$ cat src/rtl/io_timer_responder_if.sv
// FemtoRV32 IO-window bus between the CPU (master) and the timer/port responder (slave).
interface io_timer_responder_if;
  logic        io_sel;
  logic [7:0]  io_addr;
  logic [31:0] mem_wdata;
  logic [3:0]  mem_wmask;
  logic        mem_rstrb;
  logic [31:0] mem_rdata;
  logic        mem_rbusy;
  logic        mem_wbusy;

  modport master (
    output io_sel, io_addr, mem_wdata, mem_wmask, mem_rstrb,
    input  mem_rdata, mem_rbusy, mem_wbusy
  );

  modport slave (
    input  io_sel, io_addr, mem_wdata, mem_wmask, mem_rstrb,
    output mem_rdata, mem_rbusy, mem_wbusy
  );
endinterface

$ cat src/rtl/io_timer_responder.sv
// IO-window responder: output port, prescaled tick counter, compare/interrupt latch, wait-stated reads.
// Define IO_TIMER_PERIODIC_EN to implement CTRL[2] (auto-reload of ticks on compare match).
module io_timer_responder #(
  parameter int unsigned TICK_DIV  = 48,
  parameter int unsigned READ_WAIT = 1
) (
  input  logic                  clk,
  input  logic                  reset,
  io_timer_responder_if.slave   bus,
  output logic [7:0]            port_a,
  output logic                  interrupt_request
);

  localparam int unsigned DW = 32;
  localparam int unsigned IW = 6;
  localparam int unsigned CW = 4;
  localparam int unsigned PW = (TICK_DIV > 1) ? $clog2(TICK_DIV) : 1;

  localparam logic [PW-1:0] PRESC_MAX = PW'(TICK_DIV - 1);
  localparam logic [CW-1:0] WAIT_LOAD = CW'(READ_WAIT - 1);

  localparam logic [IW-1:0] IDX_PORT    = IW'(0);
  localparam logic [IW-1:0] IDX_TICKS   = IW'(1);
  localparam logic [IW-1:0] IDX_COMPARE = IW'(2);
  localparam logic [IW-1:0] IDX_CTRL    = IW'(3);

  typedef enum logic [0:0] {S_IDLE, S_WAIT} state_e;

  state_e         state_q, state_d;
  logic [CW-1:0]  cnt_q, cnt_d;
  logic [IW-1:0]  idx_q, idx_d;
  logic [DW-1:0]  rdata_q, rdata_d;
  logic           rbusy_q, rbusy_d;
  logic [7:0]     port_q, port_d;
  logic [DW-1:0]  ticks_q, ticks_d;
  logic [PW-1:0]  presc_q, presc_d;
  logic [DW-1:0]  compare_q, compare_d;
  logic           irq_en_q, irq_en_d;
  logic           pending_q, pending_d;
  logic           periodic_q, periodic_d;
  logic           irq_q, irq_d;

  logic           wr_c;
  logic [IW-1:0]  wr_idx_c;
  logic           ticks_wr_c;
  logic           tick_c;
  logic           match_c;
  logic [IW-1:0]  rd_idx_c;
  logic [DW-1:0]  rd_val_c;
  logic           addr_lsb_unused_c;

  assign addr_lsb_unused_c = ^bus.io_addr[1:0];

  assign wr_c       = bus.io_sel & (|bus.mem_wmask);
  assign wr_idx_c   = bus.io_addr[7:2];
  assign ticks_wr_c = wr_c && (wr_idx_c == IDX_TICKS);
  assign tick_c     = (presc_q == PRESC_MAX);
  // A TICKS write in the same cycle suppresses the match; compare is always the pre-edge value.
  assign match_c    = tick_c && !ticks_wr_c && ((ticks_q + 32'd1) == compare_q);

  // Read source: the strobe's index on a zero-wait read, the latched index at the end of WAIT.
  assign rd_idx_c = (state_q == S_WAIT) ? idx_q : bus.io_addr[7:2];

  always_comb begin
    rd_val_c = '0;
    case (rd_idx_c)
      IDX_PORT:    rd_val_c = {24'h0, port_q};
      IDX_TICKS:   rd_val_c = ticks_q;
      IDX_COMPARE: rd_val_c = compare_q;
      IDX_CTRL:    rd_val_c = {29'h0, periodic_q, pending_q, irq_en_q};
      default:     rd_val_c = '0;
    endcase
  end

  // Read FSM next-state and registered outputs.
  always_comb begin
    state_d = state_q;
    cnt_d   = cnt_q;
    idx_d   = idx_q;
    rdata_d = rdata_q;
    rbusy_d = 1'b0;
    case (state_q)
      S_IDLE: begin
        if (bus.io_sel && bus.mem_rstrb) begin
          if (READ_WAIT == 0) begin
            rdata_d = rd_val_c;
          end else begin
            state_d = S_WAIT;
            cnt_d   = WAIT_LOAD;
            idx_d   = bus.io_addr[7:2];
            rbusy_d = 1'b1;
          end
        end
      end
      S_WAIT: begin
        if (cnt_q == '0) begin
          rdata_d = rd_val_c;
          state_d = S_IDLE;
        end else begin
          cnt_d   = cnt_q - CW'(1);
          rbusy_d = 1'b1;
        end
      end
      default: state_d = S_IDLE;
    endcase
  end

  // Register writes, prescaler/tick counter and interrupt latch.
  always_comb begin
    port_d     = port_q;
    ticks_d    = ticks_q;
    presc_d    = presc_q;
    compare_d  = compare_q;
    irq_en_d   = irq_en_q;
    pending_d  = pending_q;
    periodic_d = periodic_q;
    irq_d      = pending_q & irq_en_q;

    if (ticks_wr_c) begin
      ticks_d = '0;
      presc_d = '0;
    end else if (tick_c) begin
      presc_d = '0;
      ticks_d = (match_c && periodic_q) ? '0 : ticks_q + 32'd1;
    end else begin
      presc_d = presc_q + PW'(1);
    end

    if (wr_c) begin
      case (wr_idx_c)
        IDX_PORT: begin
          if (bus.mem_wmask[0]) port_d = bus.mem_wdata[7:0];
        end
        IDX_COMPARE: begin
          for (int unsigned b = 0; b < 4; b++) begin
            if (bus.mem_wmask[b]) compare_d[8*b +: 8] = bus.mem_wdata[8*b +: 8];
          end
        end
        IDX_CTRL: begin
          if (bus.mem_wmask[0]) begin
            irq_en_d = bus.mem_wdata[0];
            if (bus.mem_wdata[1]) pending_d = 1'b0;
`ifdef IO_TIMER_PERIODIC_EN
            periodic_d = bus.mem_wdata[2];
`else
            periodic_d = 1'b0;
`endif
          end
        end
        default: ;
      endcase
    end

    // A match on the same edge as a clear keeps the interrupt pending.
    if (match_c) pending_d = 1'b1;
  end

  always_ff @(posedge clk or negedge reset) begin
    if (!reset) begin
      state_q    <= S_IDLE;
      cnt_q      <= '0;
      idx_q      <= '0;
      rdata_q    <= '0;
      rbusy_q    <= 1'b0;
      port_q     <= '0;
      ticks_q    <= '0;
      presc_q    <= '0;
      compare_q  <= '1;
      irq_en_q   <= 1'b0;
      pending_q  <= 1'b0;
      periodic_q <= 1'b0;
      irq_q      <= 1'b0;
    end else begin
      state_q    <= state_d;
      cnt_q      <= cnt_d;
      idx_q      <= idx_d;
      rdata_q    <= rdata_d;
      rbusy_q    <= rbusy_d;
      port_q     <= port_d;
      ticks_q    <= ticks_d;
      presc_q    <= presc_d;
      compare_q  <= compare_d;
      irq_en_q   <= irq_en_d;
      pending_q  <= pending_d;
      periodic_q <= periodic_d;
      irq_q      <= irq_d;
    end
  end

  assign bus.mem_rdata     = rdata_q;
  assign bus.mem_rbusy     = rbusy_q;
  assign bus.mem_wbusy     = 1'b0;
  assign port_a            = port_q;
  assign interrupt_request = irq_q;

endmodule

$ cat src/flat_wrapper.sv
// flat-port wrapper written by rule: the top's interface ports become plain ports
module io_timer_responder_flat 
#(
  parameter int unsigned TICK_DIV  = 48,
  parameter int unsigned READ_WAIT = 1
)
  (clk, reset, port_a, interrupt_request, bus_io_sel, bus_io_addr, bus_mem_wdata, bus_mem_wmask, bus_mem_rstrb, bus_mem_rdata, bus_mem_rbusy, bus_mem_wbusy);
  io_timer_responder_if bus_i ();
  input  logic clk;
  input  logic reset;
  output logic [7:0] port_a;
  output logic interrupt_request;
  input wire logic [$bits(bus_i.io_sel)-1:0] bus_io_sel;
  input wire logic [$bits(bus_i.io_addr)-1:0] bus_io_addr;
  input wire logic [$bits(bus_i.mem_wdata)-1:0] bus_mem_wdata;
  input wire logic [$bits(bus_i.mem_wmask)-1:0] bus_mem_wmask;
  input wire logic [$bits(bus_i.mem_rstrb)-1:0] bus_mem_rstrb;
  output wire logic [$bits(bus_i.mem_rdata)-1:0] bus_mem_rdata;
  output wire logic [$bits(bus_i.mem_rbusy)-1:0] bus_mem_rbusy;
  output wire logic [$bits(bus_i.mem_wbusy)-1:0] bus_mem_wbusy;
  assign bus_i.io_sel = bus_io_sel;
  assign bus_i.io_addr = bus_io_addr;
  assign bus_i.mem_wdata = bus_mem_wdata;
  assign bus_i.mem_wmask = bus_mem_wmask;
  assign bus_i.mem_rstrb = bus_mem_rstrb;
  assign bus_mem_rdata = bus_i.mem_rdata;
  assign bus_mem_rbusy = bus_i.mem_rbusy;
  assign bus_mem_wbusy = bus_i.mem_wbusy;
  io_timer_responder #(.TICK_DIV(TICK_DIV), .READ_WAIT(READ_WAIT)) u_core (.clk(clk), .reset(reset), .bus(bus_i), .port_a(port_a), .interrupt_request(interrupt_request));
endmodule
$ cat config.mk
export PLATFORM = sky130hd
export DESIGN_NAME = io_timer_responder_flat
export DESIGN_NICKNAME = d
export VERILOG_FILES = /design/src/rtl/io_timer_responder_if.sv /design/src/rtl/io_timer_responder.sv /design/src/flat_wrapper.sv
export SDC_FILE = /design/constraint.sdc
export NUM_CORES = 1
export LEC_CHECK = 0
export CAP_MARGIN = 20
export CORE_ASPECT_RATIO = 1.5
export CORE_UTILIZATION = 47
export DETAILED_ROUTE_END_ITERATION = 6
export DONT_BUFFER_PORTS = 1
export GPL_TIMING_DRIVEN = 1
export RECOVER_POWER = 50
export SETUP_SLACK_MARGIN = 0.2
export SLEW_MARGIN = 30
export SYNTH_ARGS = -nofsm -noshare
export SYNTH_HDL_FRONTEND = slang
export SYNTH_SLANG_ARGS = --single-unit
export TNS_END_PERCENT = 50
$ cat constraint.sdc
create_clock -name clk -period 2.6 [get_ports clk]
set_clock_uncertainty 0.05 [all_clocks]
set_input_delay 0.39 -clock clk [delete_from_list [all_inputs] [get_ports clk]]
set_output_delay 0.39 -clock clk [all_outputs]
set_load 0.005 [all_outputs]
# ---- Word level (Yosys, flattened, before mapping)
# Cells that the tools add are included.
dict set report op_classes {
  bitwise 3
  mux 17
  n_eq_ne 10
  add_sub_neg 3
  reduce_logical 24
}
# cell count
set ops {}
lappend ops {{$pmux 32 s4} 1}
lappend ops {{$mux 32} 2}
lappend ops {{$add 32x1->32 const B} 1}
lappend ops {{$eq 32x32->1} 1}
lappend ops {{$eq 6x2->1 const B} 4}
lappend ops {{$mux 6} 3}
lappend ops {{$reduce_and 3->1} 6}
lappend ops {{$eq 6x1->1 const B} 2}
lappend ops {{$logic_not 6->1} 2}
lappend ops {{$reduce_bool 2->1} 5}
lappend ops {{$mux 4} 2}
lappend ops {{$pmux 4 s2} 1}
lappend ops {{$mux 1} 7}
lappend ops {{$add 6x1->6 const B} 1}
lappend ops {{$eq 6x6->1 const B} 1}
lappend ops {{$reduce_and 2->1} 3}
lappend ops {{$logic_and 1x1->1} 4}
lappend ops {{$logic_not 4->1} 1}
lappend ops {{$reduce_and 4->1} 1}
lappend ops {{$reduce_or 4->1} 1}
lappend ops {{$sub 4x1->4 const B} 1}
lappend ops {{$and 1x1->1} 2}
lappend ops {{$ne 2x1->1 const B} 1}
lappend ops {{$ne 2x2->1 const B} 1}
lappend ops {{other kinds (3)} 3}
dict set report word_totals {
  reg_bits 124
  output_inout_bits 43
  elab_cells 71
}

# ---- Depth between registers and ports, before layout
# Gate-level depths: netlist of run 1.
dict set report depth {
  ltp_word 8
  ltp_mapped 10
  depth_no_buf 8
}

# ---- Least setup slack after synthesis of run 1
# No wires, ideal clock.
dict set report synth_path {
  path_kind {flip-flop to flip-flop}
  from {register u_core.ticks_q[0]}
  to {register u_core.pending_q}
  setup_ns 0.092
  n_path_buf 0
  arrival_time_ns 2.170
  stages_incl_launch_ff 9
  slack_ns 0.288
  synth_period_minus_slack_ns 2.312
  required_ns 2.458
  cell_sequence {dfrtp_1 > ha_1 > and3_1 > nand3_2 > or3_1 > or2_0 > a221oi_2 > nand4_1 > o31ai_2}
}
dict set report synth_between {
  elab_chain_cells 5
  elab_cells_between_ends 9
  classes_between {add/sub: 1; eq/ne: 1; mux: 1; reduce/logical: 6}
}
# element line_no
set synth_lines {}
lappend synth_lines {{start, declared} io_timer_responder.sv:35} ;# logic [DW-1:0] ticks_q, ticks_d;
lappend synth_lines {{start signal, assigned} io_timer_responder.sv:180} ;# ticks_q <= ticks_d;
lappend synth_lines {{$add 32x1->32 *} io_timer_responder.sv:59} ;# assign match_c = tick_c && !ticks_wr_c && ((ticks_q + 32'd1) == compare_q);
lappend synth_lines {{$eq 32x32->1 *} io_timer_responder.sv:59}
lappend synth_lines {{$logic_and 1x1->1 *} io_timer_responder.sv:59}
lappend synth_lines {{$reduce_bool 2->1 (no line)} --}
lappend synth_lines {{$reduce_and 4->1 (no line)} --}
lappend synth_lines {{end signal, assigned} io_timer_responder.sv:184} ;# pending_q <= pending_d;
lappend synth_lines {{end, declared} io_timer_responder.sv:39} ;# logic pending_q, pending_d;
# Every way passes the cells marked *; elsewhere a longest branch is shown, timed or not.
# A chain may end at the register's enable or synchronous reset.

# ---- Final worst setup path of run 1
dict set report layout_path {
  from {register u_core.ticks_q[11]}
  to {register u_core.pending_q}
}
# The elaborated chain is that of the path after synthesis.

==> results.md, run 1 <==
- Status: finished with violations
- Violated checks: negative hold slack
- Crit-path max cell delay: 490 ps
- Synth unique cells: 63
- Seq pwr share: 0.407
- Worst path cell trace: nand3_2, nor4_4, nand3_2, xor2_1, a2111oi_1, nand4_1, o31ai_2
- CP max-delay cell: dfrtp_1
- Layout cells sized above 1: 0.2438
- Worst-margin pin slew: 625.5 ps
- Clk sinks: 124
- Leading area contributor after synthesis: dfrtp_1
- Pin count of the biggest net entering global routing: 125
- Area grow syn2layout: 13.08%
- Initial Util: 0.4793
- TritonCTS clock tree: yes
- Post-DR wirelength/cell: 17.88 um
- Vias in the first global route: 5185
- Initial antenna violation count: 1
- Critical-path maximum fanout: 7
- GRT Overall Usage: 0.2342
- # DRC: 0
- Post-Syn Nets: 721
- Clock Latency Late Sink: 420 ps
- Cells after synthesis: 670
- Max-Cap Viols: 0
- Post-synth EDFFs: 0
- Startpoint Class: flop
- Dpl hpwl: 11120 um
- Power share of the clock group: 0.346
- N_diodes: 0
- Layout Nets: 727
- Period utilisation layout: 0.8876
- Critical Path RT: 2880 ps
- Die H: 148.3 um
- Area contributors post-synth: dfrtp_1 34%, dfstp_2 13%, mux2_2 7.6%, xnor2_1 5.1%, xor2_1 4.4%
- Seq cells post-synth: 124
- Clock Root Buffer: clkbuf_16
- Sw Share: 0.3307
- Hold Worst Slack: -387.8 ps
- Max Fclk: 433.3 MHz
- Via Count: 4914
- Clock buffer depth: 2
- Fin. Hold Viols: 124
- TritonCTS buffer count: 17
- Gate power share: 0.247
- RSZ-0062 raised after global routing: true
- Leak pwr: 2.926 nW
- Pwr Density: 850.3 mW/mm2
- VDD IR-drop max: 0.0004348 V
- Worst setup EP type: flop
- Final TNS setup: 0 ps
- Final Max Tran Viols: 0
- Post-route ant nets: 0
- H-tree levels: 4
- First DRT Iteration DRCs: 200
- Post-Syn Area: 0.006706 mm2
- Total wire length: 15750 um
- Setup violators final: 0
- Row count: 53
- Most frequent CP cell: nand3_2
- Port buffer count: 0
- Sequential share of the synthesized area: 0.4687
- Placed Instances: 848
- First-pass GRT wire length: 26390 um
- Via/cell ratio: 5.578
- Ys Warns: 0
- Die Wd: 99.53 um
- Gr ovfl total: 0
- Post-Syn Area per Cell: 10.01 um2
- Fin cells: 881
- Reg clk slew, reported paths: 60 ps
- Core area: 0.01399 mm2
- First-pass DRT Iterations: 4
- Fraction of registers with async set/reset: 1.000
- Psw: 2.133 mW
- Setup CP Type: flop to flop
- Post-synth top area share: 0.3433
- I/O pin total: 91
- Worst R2R Setup Slack: 290 ps
- Slew headroom: 0.5807
- WP data arrival: 2590 ps
- Die area: 0.01476 mm2
- Worst min path class: input pin to asynchronous set/reset pin
- Synth Flop Type: dfrtp_1
- Final RePlAce weighted congestion: 0.8554
- Internal power: 4.316 mW
- Final Critical Period: 2308 ps
==> worst max-delay path: cells and delay by family, from the launching register on <==
family | cells | cell delay [ps]
AND/OR/NAND/NOR | 4 | 890
flip-flops | 1 | 490
XOR/XNOR | 1 | 160
AO/OA/AOI/OAI | 2 | 630
==> kinds of logic (layout without fill, tap and decap cells) <==
family	count (synthesis)	count (layout)	share of synthesized area
compound gates	124	124	0.1160
xor+xnor	73	73	0.09534
other cells	1	1	0.0005592
mux	46	46	0.07705
buf+inv	53	72	0.03712
flops	124	124	0.4687
fa+ha+maj	3	3	0.005598
simple gates	246	246	0.1996
==> cell type report <==
class / count / area (um2)
clock inverters: 12 / 115.1
flip-flops and latches: 124 / 3149
inverters: 9 / 33.78
multi-input cells: 493 / 3341
fillers: 1250 / 6409
well taps: 192 / 240.2
repair buffers: 31 / 257.7
clock buffers: 20 / 446.7
==> per-stage QoR <==
stage / setup slack [ps] / util / total power [mW] / cell area [um2] / hold WS [ps]
global route: 111.1 / 0.5420 / 6.829 / 7584 / -411.8
floorplan: 288.3 / - / 3.797 / 6706 / 44.41
global placement: 207.0 / 0.4998 / 4.157 / 6993 / 50.87
detailed placement: 144.5 / 0.4998 / 4.216 / 6993 / 50.82
CTS: 204.6 / 0.5401 / 6.485 / 7557 / -404.7
finish: 292.3 / 0.5420 / 6.449 / 7584 / -387.8
==> cells in the mapped netlist, drive strengths merged (3+ instances only) <==
cell type,n
a21oi,16
o31ai,3
and4,4
mux2,45
inv,9
and2,5
nor4,12
nor2,47
and3,9
nor2b,4
or3,12
o21ai,58
a221oi,4
nand2,77
nand3,24
nand2b,6
nor3,15
buf,28
dfstp,32
dfrtp,92
xnor2,39
clkbuf,16
xor2,34
nor3b,5
a22oi,32
ha,3
nand4,15
==> timing repair <==
item | 4_1_cts | 5_1_grt
endpoints found under the setup margin | 3 | 5
setup buffers | 0 | 1
hold endpoints to repair | 124 | 124
pin swaps | 2 | 5
gates resized for setup | 1 | 10
==> flip-flops by register name (all words and copies together) (netlist names) <==
name,count
u_core.bus.mem_rbusy,1
u_core.bus.mem_rdata,32
u_core.cnt_q,4
u_core.compare_q,32
u_core.idx_q,6
u_core.interrupt_request,1
u_core.irq_en_q,1
u_core.pending_q,1
u_core.port_a,8
u_core.presc_q,6
u_core.ticks_q,32
==> per-layer routing <==
layer / global-route usage / wire length [um] / vias up
li1: - / - / 2380
met5: 0 / 10 / -
met3: 0.05639 / 671 / 23
met2: 0.4056 / 8271 / 120
met1: 0.2728 / 6411 / 2389
met4: 0.1066 / 389 / 2
==> cells in the final DEF (no fill, tap or decap), drive strengths merged, types with 2 or more instances in the layout <==
cell,count
o21ai,58
xnor2,39
a221oi,4
and4,4
and3,9
mux2,45
a22oi,32
dfrtp,92
clkbuf,20
or3,12
nand2,77
nor3b,5
inv,11
nand2b,6
nand4,15
or4,2
a2111oi,2
ha,3
a21oi,16
xor2,34
clkinvlp,6
nor4,12
nor2,47
o31ai,3
nand3b,2
and2,5
dfstp,32
nor2b,4
nor3,15
nand3,24
buf,31
clkinv,3
==> power groups by stage <==
stage / sequential [mW] / combinational, mW / clock (mW)
after floorplan: 2.47 / 1.33 / 0
after global placement: 2.62 / 1.53 / 0
after CTS: 2.61 / 1.59 / 2.28
final: 2.62 / 1.59 / 2.23
after global routing: 2.68 / 1.78 / 2.38
after detailed placement: 2.64 / 1.57 / 0
==> final timing paths <==
path | startpoint | end | depth (start not counted)
max in group asynchronous | reset | u_core.compare_q[7] | 0
setup / recovery | u_core.ticks_q[11] | u_core.pending_q | 7
min in group clk | bus_io_addr[7] | u_core.idx_q[5] | 1
setup reg to reg | u_core.ticks_q[11] | u_core.pending_q | 7
hold / removal | reset | u_core.idx_q[4] | 0
hold reg to reg | u_core.presc_q[0] | u_core.presc_q[0] | 1
Power figures use the tool's default switching activity.
==> run 2, diff against run 1 <==
--- a/config.mk
+++ b/config.mk
@@ -11,7 +11,6 @@
 export DETAILED_ROUTE_END_ITERATION = 6
 export DONT_BUFFER_PORTS = 1
 export GPL_TIMING_DRIVEN = 1
-export RECOVER_POWER = 50
 export SETUP_SLACK_MARGIN = 0.2
 export SLEW_MARGIN = 30
 export SYNTH_ARGS = -nofsm -noshare
==> constraint.sdc (replaced) <==
create_clock -name clk -period 2.07 [get_ports clk]
set_clock_uncertainty 0.05 [all_clocks]
set_input_delay 0.3105 -clock clk [delete_from_list [all_inputs] [get_ports clk]]
set_output_delay 0.3105 -clock clk [all_outputs]
set_load 0.005 [all_outputs]
==> results.md, run 2 (synthesized netlist as in run 1, its figures left out) <==
- Die H: 148.3 um (unchanged)
- Post-DR wirelength/cell: 18.39 um (+2.8%)
- H-tree levels: 4 (unchanged)
- Initial antenna violation count: 0 (-1)
- Gate power share: 0.328 (+0.081)
- Psw: 3.150 mW (+48%)
- Dpl ws: -204.6 ps (-349.1 ps)
- Gr ovfl total: 0 (unchanged)
- Setup violators final: 2 (+2)
- Port buffer count: 0 (unchanged)
- Fin. Hold Viols: 124 (unchanged)
- Period utilisation layout: 1.094 (+0.2066)
- Area grow syn2layout: 36.18%
- Clk sinks: 124 (unchanged)
- Final Critical Period: 2265 ps (-42.67 ps)
- Max Fclk: 441.5 MHz (+1.9%)
- Most frequent cells in the layout: 98 x buf_4, 87 x dfrtp_1, 73 x nand2_1
- Clock Root Buffer: clkbuf_16
- Hold Worst Slack: -475.5 ps (-87.73 ps)
- Reg clk slew, reported paths: 60 ps (about the same)
- Die area: 0.01476 mm2 (unchanged)
- Setup CP Type: flop to flop
- Startpoint Class: flop
- Hold_buf cts: 37
- Die Wd: 99.53 um (unchanged)
- Seq pwr share: 0.340 (-0.067)
- Layout cells sized above 1: 0.3941 (+0.1502)
- Power share of the clock group: 0.332 (-0.014)
- Clock buffer depth: 2 (unchanged)
- Critical Path RT: 2370 ps (-510 ps)
- Max-Cap Viols: 0 (unchanged)
- Internal power: 6.297 mW (+46%)
- Initial Util: 0.4793 (unchanged)
- # DRC: 0 (unchanged)
- Worst setup EP type: flop
- Reg2reg start: u_core.ticks_q[1]
- Pwr Density: 1034 mW/mm2 (+22%)
- Pin count of the biggest net entering global routing: 125 (unchanged)
- Sw Share: 0.3335 (+0.002717)
- Most common cell after layout, fill and taps aside: buf_4
- I/O pin total: 91 (unchanged)
- Final RePlAce weighted congestion: 0.8755 (+2.3%)
- Worst-margin pin slew: 506.8 ps (-118.7 ps)
- Core area: 0.01399 mm2 (unchanged)
- Dpl hpwl: 12240 um (+10%)
- Post-route ant nets: 0 (unchanged)
- Via Count: 5522 (+12%)
- TritonCTS clock tree: yes
- Sequential cell area: 0.003149 mm2 (unchanged)
- First-pass GRT wire length: 28200 um (+6.9%)
- First DRT Iteration DRCs: 268 (+34%)
- Worst Reg-to-Reg Cells: 10 (+3)
- Fillers: 1090 (-13%)
- RSZ-0062 raised after global routing: true
- Multi-input gate area: 0.003756 mm2 (+12%)
- Leak pwr: 3.620 nW (+24%)
- Final worst setup slack: -195.1 ps (-487.3 ps)
- WP data arrival: 2560 ps (-30 ps)
- GRT Overall Usage: 0.2501 (+0.01590)
- First-pass DRT Iterations: 4 (unchanged)
- Final Max Tran Viols: 0 (unchanged)
- Worst R2R Setup Slack: -200 ps (-490 ps)
- Layout Nets: 845 (+16%)
- Violated checks: negative hold slack, negative setup slack
- Via/cell ratio: 5.528 (-0.90%)
- Critical-path maximum fanout: 4 (-3)
- N_diodes: 0 (unchanged)
- VDD IR-drop max: 0.0007848 V (+80%)
- Clock Latency Late Sink: 430 ps (about the same)
- Total power draw: 9.447 mW (+46%)
- Row count: 53 (unchanged)
- Status: finished with violations
- Reg2reg end: u_core.pending_q
- TritonCTS buffer count: 17 (unchanged)
- Vias in the first global route: 5728 (+10%)
- Slew headroom: 0.6611 (+0.08041)
- Worst min path class: input pin to asynchronous set/reset pin
- Total wire length: 18370 um (+17%)
## run 2: how the worst max path moves through the flow
stage                           start          endpoint  cells past startpoint
global route        u_core.ticks_q[1]  u_core.pending_q                     10
global placement    u_core.ticks_q[1]  u_core.pending_q                      8
CTS                 u_core.ticks_q[1]  u_core.pending_q                     11
floorplan           u_core.ticks_q[1]  u_core.pending_q                      8
detailed placement  u_core.ticks_q[1]  u_core.pending_q                      8
finish              u_core.ticks_q[1]  u_core.pending_q                     10
## run 2: per-stage QoR
stage	TNS [ps]	hold WS [ps]	area, um2	util	instances
finish	-206.7	-475.5	9133	0.6527	999
global route	-547.7	-484.3	9133	0.6527	999
floorplan	-122.7	-35.09	6800	-	670
detailed placement	-244.3	-29.30	7553	0.5398	916
CTS	-131.0	-488.7	8680	0.6203	990
global placement	-129.4	-29.76	7553	0.5398	916
## run 2: repair_timing
action,in CTS,in global routing
hold endpoints to repair,169,124
setup buffers,5,6
pin swaps,15,38
endpoints found under the setup margin,15,54
resized for setup,25,77
gates cloned,0,3
## run 2: critical path, cell delays in order, from the launching register on
cell and delay, ps:
dfrtp_2 370, buf_6 100, nand4_4 120, buf_6 160, nor4_4 380, buf_4 210
nand2_4 60, xnor2_2 130, a221oi_2 270, a21oi_2 80, o31ai_2 240
## run 2: power groups by stage
stage	Sequential, mW	Combinational, mW	Clock, mW
global placement	3.18	2.57	0
CTS	3.19	2.81	3.18
floorplan	3.11	1.70	0
global route	3.26	3.34	3.26
detailed placement	3.21	2.62	0
finish	3.22	3.09	3.14
## run 2: cell type report
cell class,instances,area share
clock buffer,18,0.04809
clock inverter,14,0.02000
inverter,9,0.003699
multi-input combinational,493,0.4113
sequential,124,0.3448
tap,192,0.02630
timing repair buffer,149,0.1458
## run 2: per-layer routing
layer	vias up	part of all wire	global-route usage
met3	26	0.040	0.04746
met1	2730	0.39	0.2772
met4	0	0.021	0.1037
met5	-	0	0
li1	2636	-	-
met2	130	0.55	0.4632
==> run 3, diff against run 2 <==
--- a/config.mk
+++ b/config.mk
@@ -7,7 +7,9 @@
 export LEC_CHECK = 0
 export CAP_MARGIN = 20
 export CORE_ASPECT_RATIO = 1.5
+export CORE_MARGIN = 4
 export CORE_UTILIZATION = 47
+export CTS_BUF_LIST = sky130_fd_sc_hd__clkbuf_16
 export DETAILED_ROUTE_END_ITERATION = 6
 export DONT_BUFFER_PORTS = 1
 export GPL_TIMING_DRIVEN = 1
==> results.md, run 3 (synthesized netlist as in run 1, its figures left out) <==
- Worst setup EP type: flop
- Clock Latency Late Sink: 430 ps (about the same)
- Most frequent cells in the layout: 94 x buf_4, 90 x dfrtp_1, 71 x nand2_1
- Leak pwr: 3.639 nW (+0.54%)
- Row count: 53 (unchanged)
- Violated checks: negative hold slack, negative setup slack
- # DRC: 0 (unchanged)
- Via Count: 5538 (+0.29%)
- Worst min path class: input pin to asynchronous set/reset pin
- Fin. Hold Viols: 124 (unchanged)
- Status: finished with violations
- Pwr Density: 1035 mW/mm2 (about the same)
- First-pass GRT wire length: 28610 um (+1.5%)
- TritonCTS clock tree: yes
- Post-DR wirelength/cell: 18.47 um (+0.44%)
- Initial Util: 0.4793 (unchanged)
- Critical-path maximum fanout: 3 (-1)
- Reg2reg start: u_core.presc_q[1]
- Startpoint Class: flop
- Final Critical Period: 2220 ps (-44.76 ps)
- Clock Root Buffer: clkbuf_16
- Hold_buf cts: 37 (unchanged)
- Final Max Tran Viols: 0 (unchanged)
- WP data arrival: 2510 ps (-50 ps)
- GRT Overall Usage: 0.2224 (-0.02774)
- Worst R2R Setup Slack: -150 ps (+40 ps)
- Reg2reg end: u_core.pending_q
- Max Fclk: 450.4 MHz (+2.0%)
- Post-route ant nets: 0 (unchanged)
- Via/cell ratio: 5.527 (about the same)
- Layout Nets: 848 (+0.36%)
- Final worst setup slack: -150.3 ps (+44.76 ps)
- Worst Reg-to-Reg Cells: 8 (-2)
- I/O pin total: 91 (unchanged)
- Clock buffer depth: 2 (unchanged)
- Area grow syn2layout: 36.40%
- Layout cells sized above 1: 0.3889 (-0.005163)
- Final RePlAce weighted congestion: 0.8520 (-2.7%)
- RSZ-0062 raised after global routing: true
- Gr ovfl total: 0 (unchanged)
- Dpl ws: -257.8 ps (-53.23 ps)
- Total power draw: 9.467 mW (+0.21%)
- Most common cell after layout, fill and taps aside: buf_4
- Die H: 154.3 um (+4.0%)
- Multi-input gate area: 0.003712 mm2 (-1.2%)
- Critical Path RT: 2360 ps (about the same)
- Hold Worst Slack: -466.7 ps (+8.796 ps)
- Fillers: 1096 (+0.55%)
- First-pass DRT Iterations: 6 (+2)
- Max-Cap Viols: 0 (unchanged)
- Die Wd: 105.5 um (+6.0%)
- Period utilisation layout: 1.073 (-0.02162)
- Reg clk slew, reported paths: 60 ps (about the same)
- Sequential cell area: 0.003146 mm2 (-0.12%)
- Initial antenna violation count: 0 (unchanged)
- Core area: 0.01399 mm2 (unchanged)
- Total wire length: 18510 um (+0.75%)
- TritonCTS buffer count: 17 (unchanged)
- Final core occ: 0.6538 (+0.001073)
- Port buffer count: 0 (unchanged)
- Fin cells: 1002 (+0.30%)
- Pin count of the biggest net entering global routing: 125 (unchanged)
- Setup violators final: 1 (-1)
- Dpl hpwl: 12280 um (+0.32%)
- Vias in the first global route: 5694 (-0.59%)
- H-tree levels: 4 (unchanged)
- Setup CP Type: flop to flop
- VDD IR-drop max: 0.0007781 V (-0.86%)
- N_diodes: 0 (unchanged)
- Placed Instances: 904 (-1.3%)
- Clk sinks: 124 (unchanged)
- Die area: 0.01628 mm2 (+10%)
- First DRT Iteration DRCs: 243 (-9.3%)
==> run 3: area by class of cell <==
| class | count | area share |
|---|---|---|
| Clock inverter | 15 | 0.02052 |
| Tap cell | 192 | 0.02626 |
| Inverter | 9 | 0.003693 |
| Multi-Input combinational cell | 493 | 0.4058 |
| Sequential cell | 124 | 0.3439 |
| Clock buffer | 17 | 0.04651 |
| Timing Repair Buffer | 152 | 0.1533 |
==> run 3: metrics by stage <==
stage	instance area (um2)	setup TNS, ps
4_1_cts	8589	-109.2
5_1_grt	9148	-375.3
3_3_place_gp	7463	-173.0
6_report	9148	-150.3
3_5_place_dp	7463	-431.9
2_1_floorplan	6800	-122.7
==> run 3: how the worst max path moves through the flow <==
stage                                  from          endpoint  slack (ps)  cells past startpoint
after floorplan           u_core.ticks_q[1]  u_core.pending_q        -120                      8
after global placement    u_core.ticks_q[1]  u_core.pending_q        -150                      8
after detailed placement  u_core.ticks_q[1]  u_core.pending_q        -260                      8
after CTS                 u_core.presc_q[1]  u_core.pending_q        -110                      8
after global routing      u_core.ticks_q[2]  u_core.pending_q        -260                      9
final                     u_core.presc_q[1]  u_core.pending_q        -150                      8
==> run 3: layer usage <==
| metal | vias up | share of wire | track usage |
|---|---|---|---|
| met1 | 2738 | 0.39 | 0.2491 |
| met3 | 38 | 0.047 | 0.05762 |
| li1 | 2622 | - | - |
| met2 | 140 | 0.54 | 0.4082 |
| met4 | 0 | 0.024 | 0.07222 |
| met5 | - | 0 | 0 |
==> run 3: what timing repair did <==
action                     in CTS  in global routing
gates resized for setup        18                 81
hold endpoints to repair      170                124
pin swaps                      16                 64
gates cloned                    0                  5
setup endpoints to repair      25                 58
buffers inserted                8                 16
==> run 3: critical path, stage by stage (launching register included) <==
cell and delay [ps]:
dfrtp_1 360, ha_2 200, nand3_2 100, or3b_4 440
nor4_2 150, nand4_1 160, a2111oi_2 330, nand4_1 160
o31ai_2 190
==> run 3: where the power goes <==
part           total [mW]  internal, mW  switching [mW]
combinational        3.15          1.58            1.57
sequential           3.20          2.82           0.387
clock                3.11          1.91            1.20
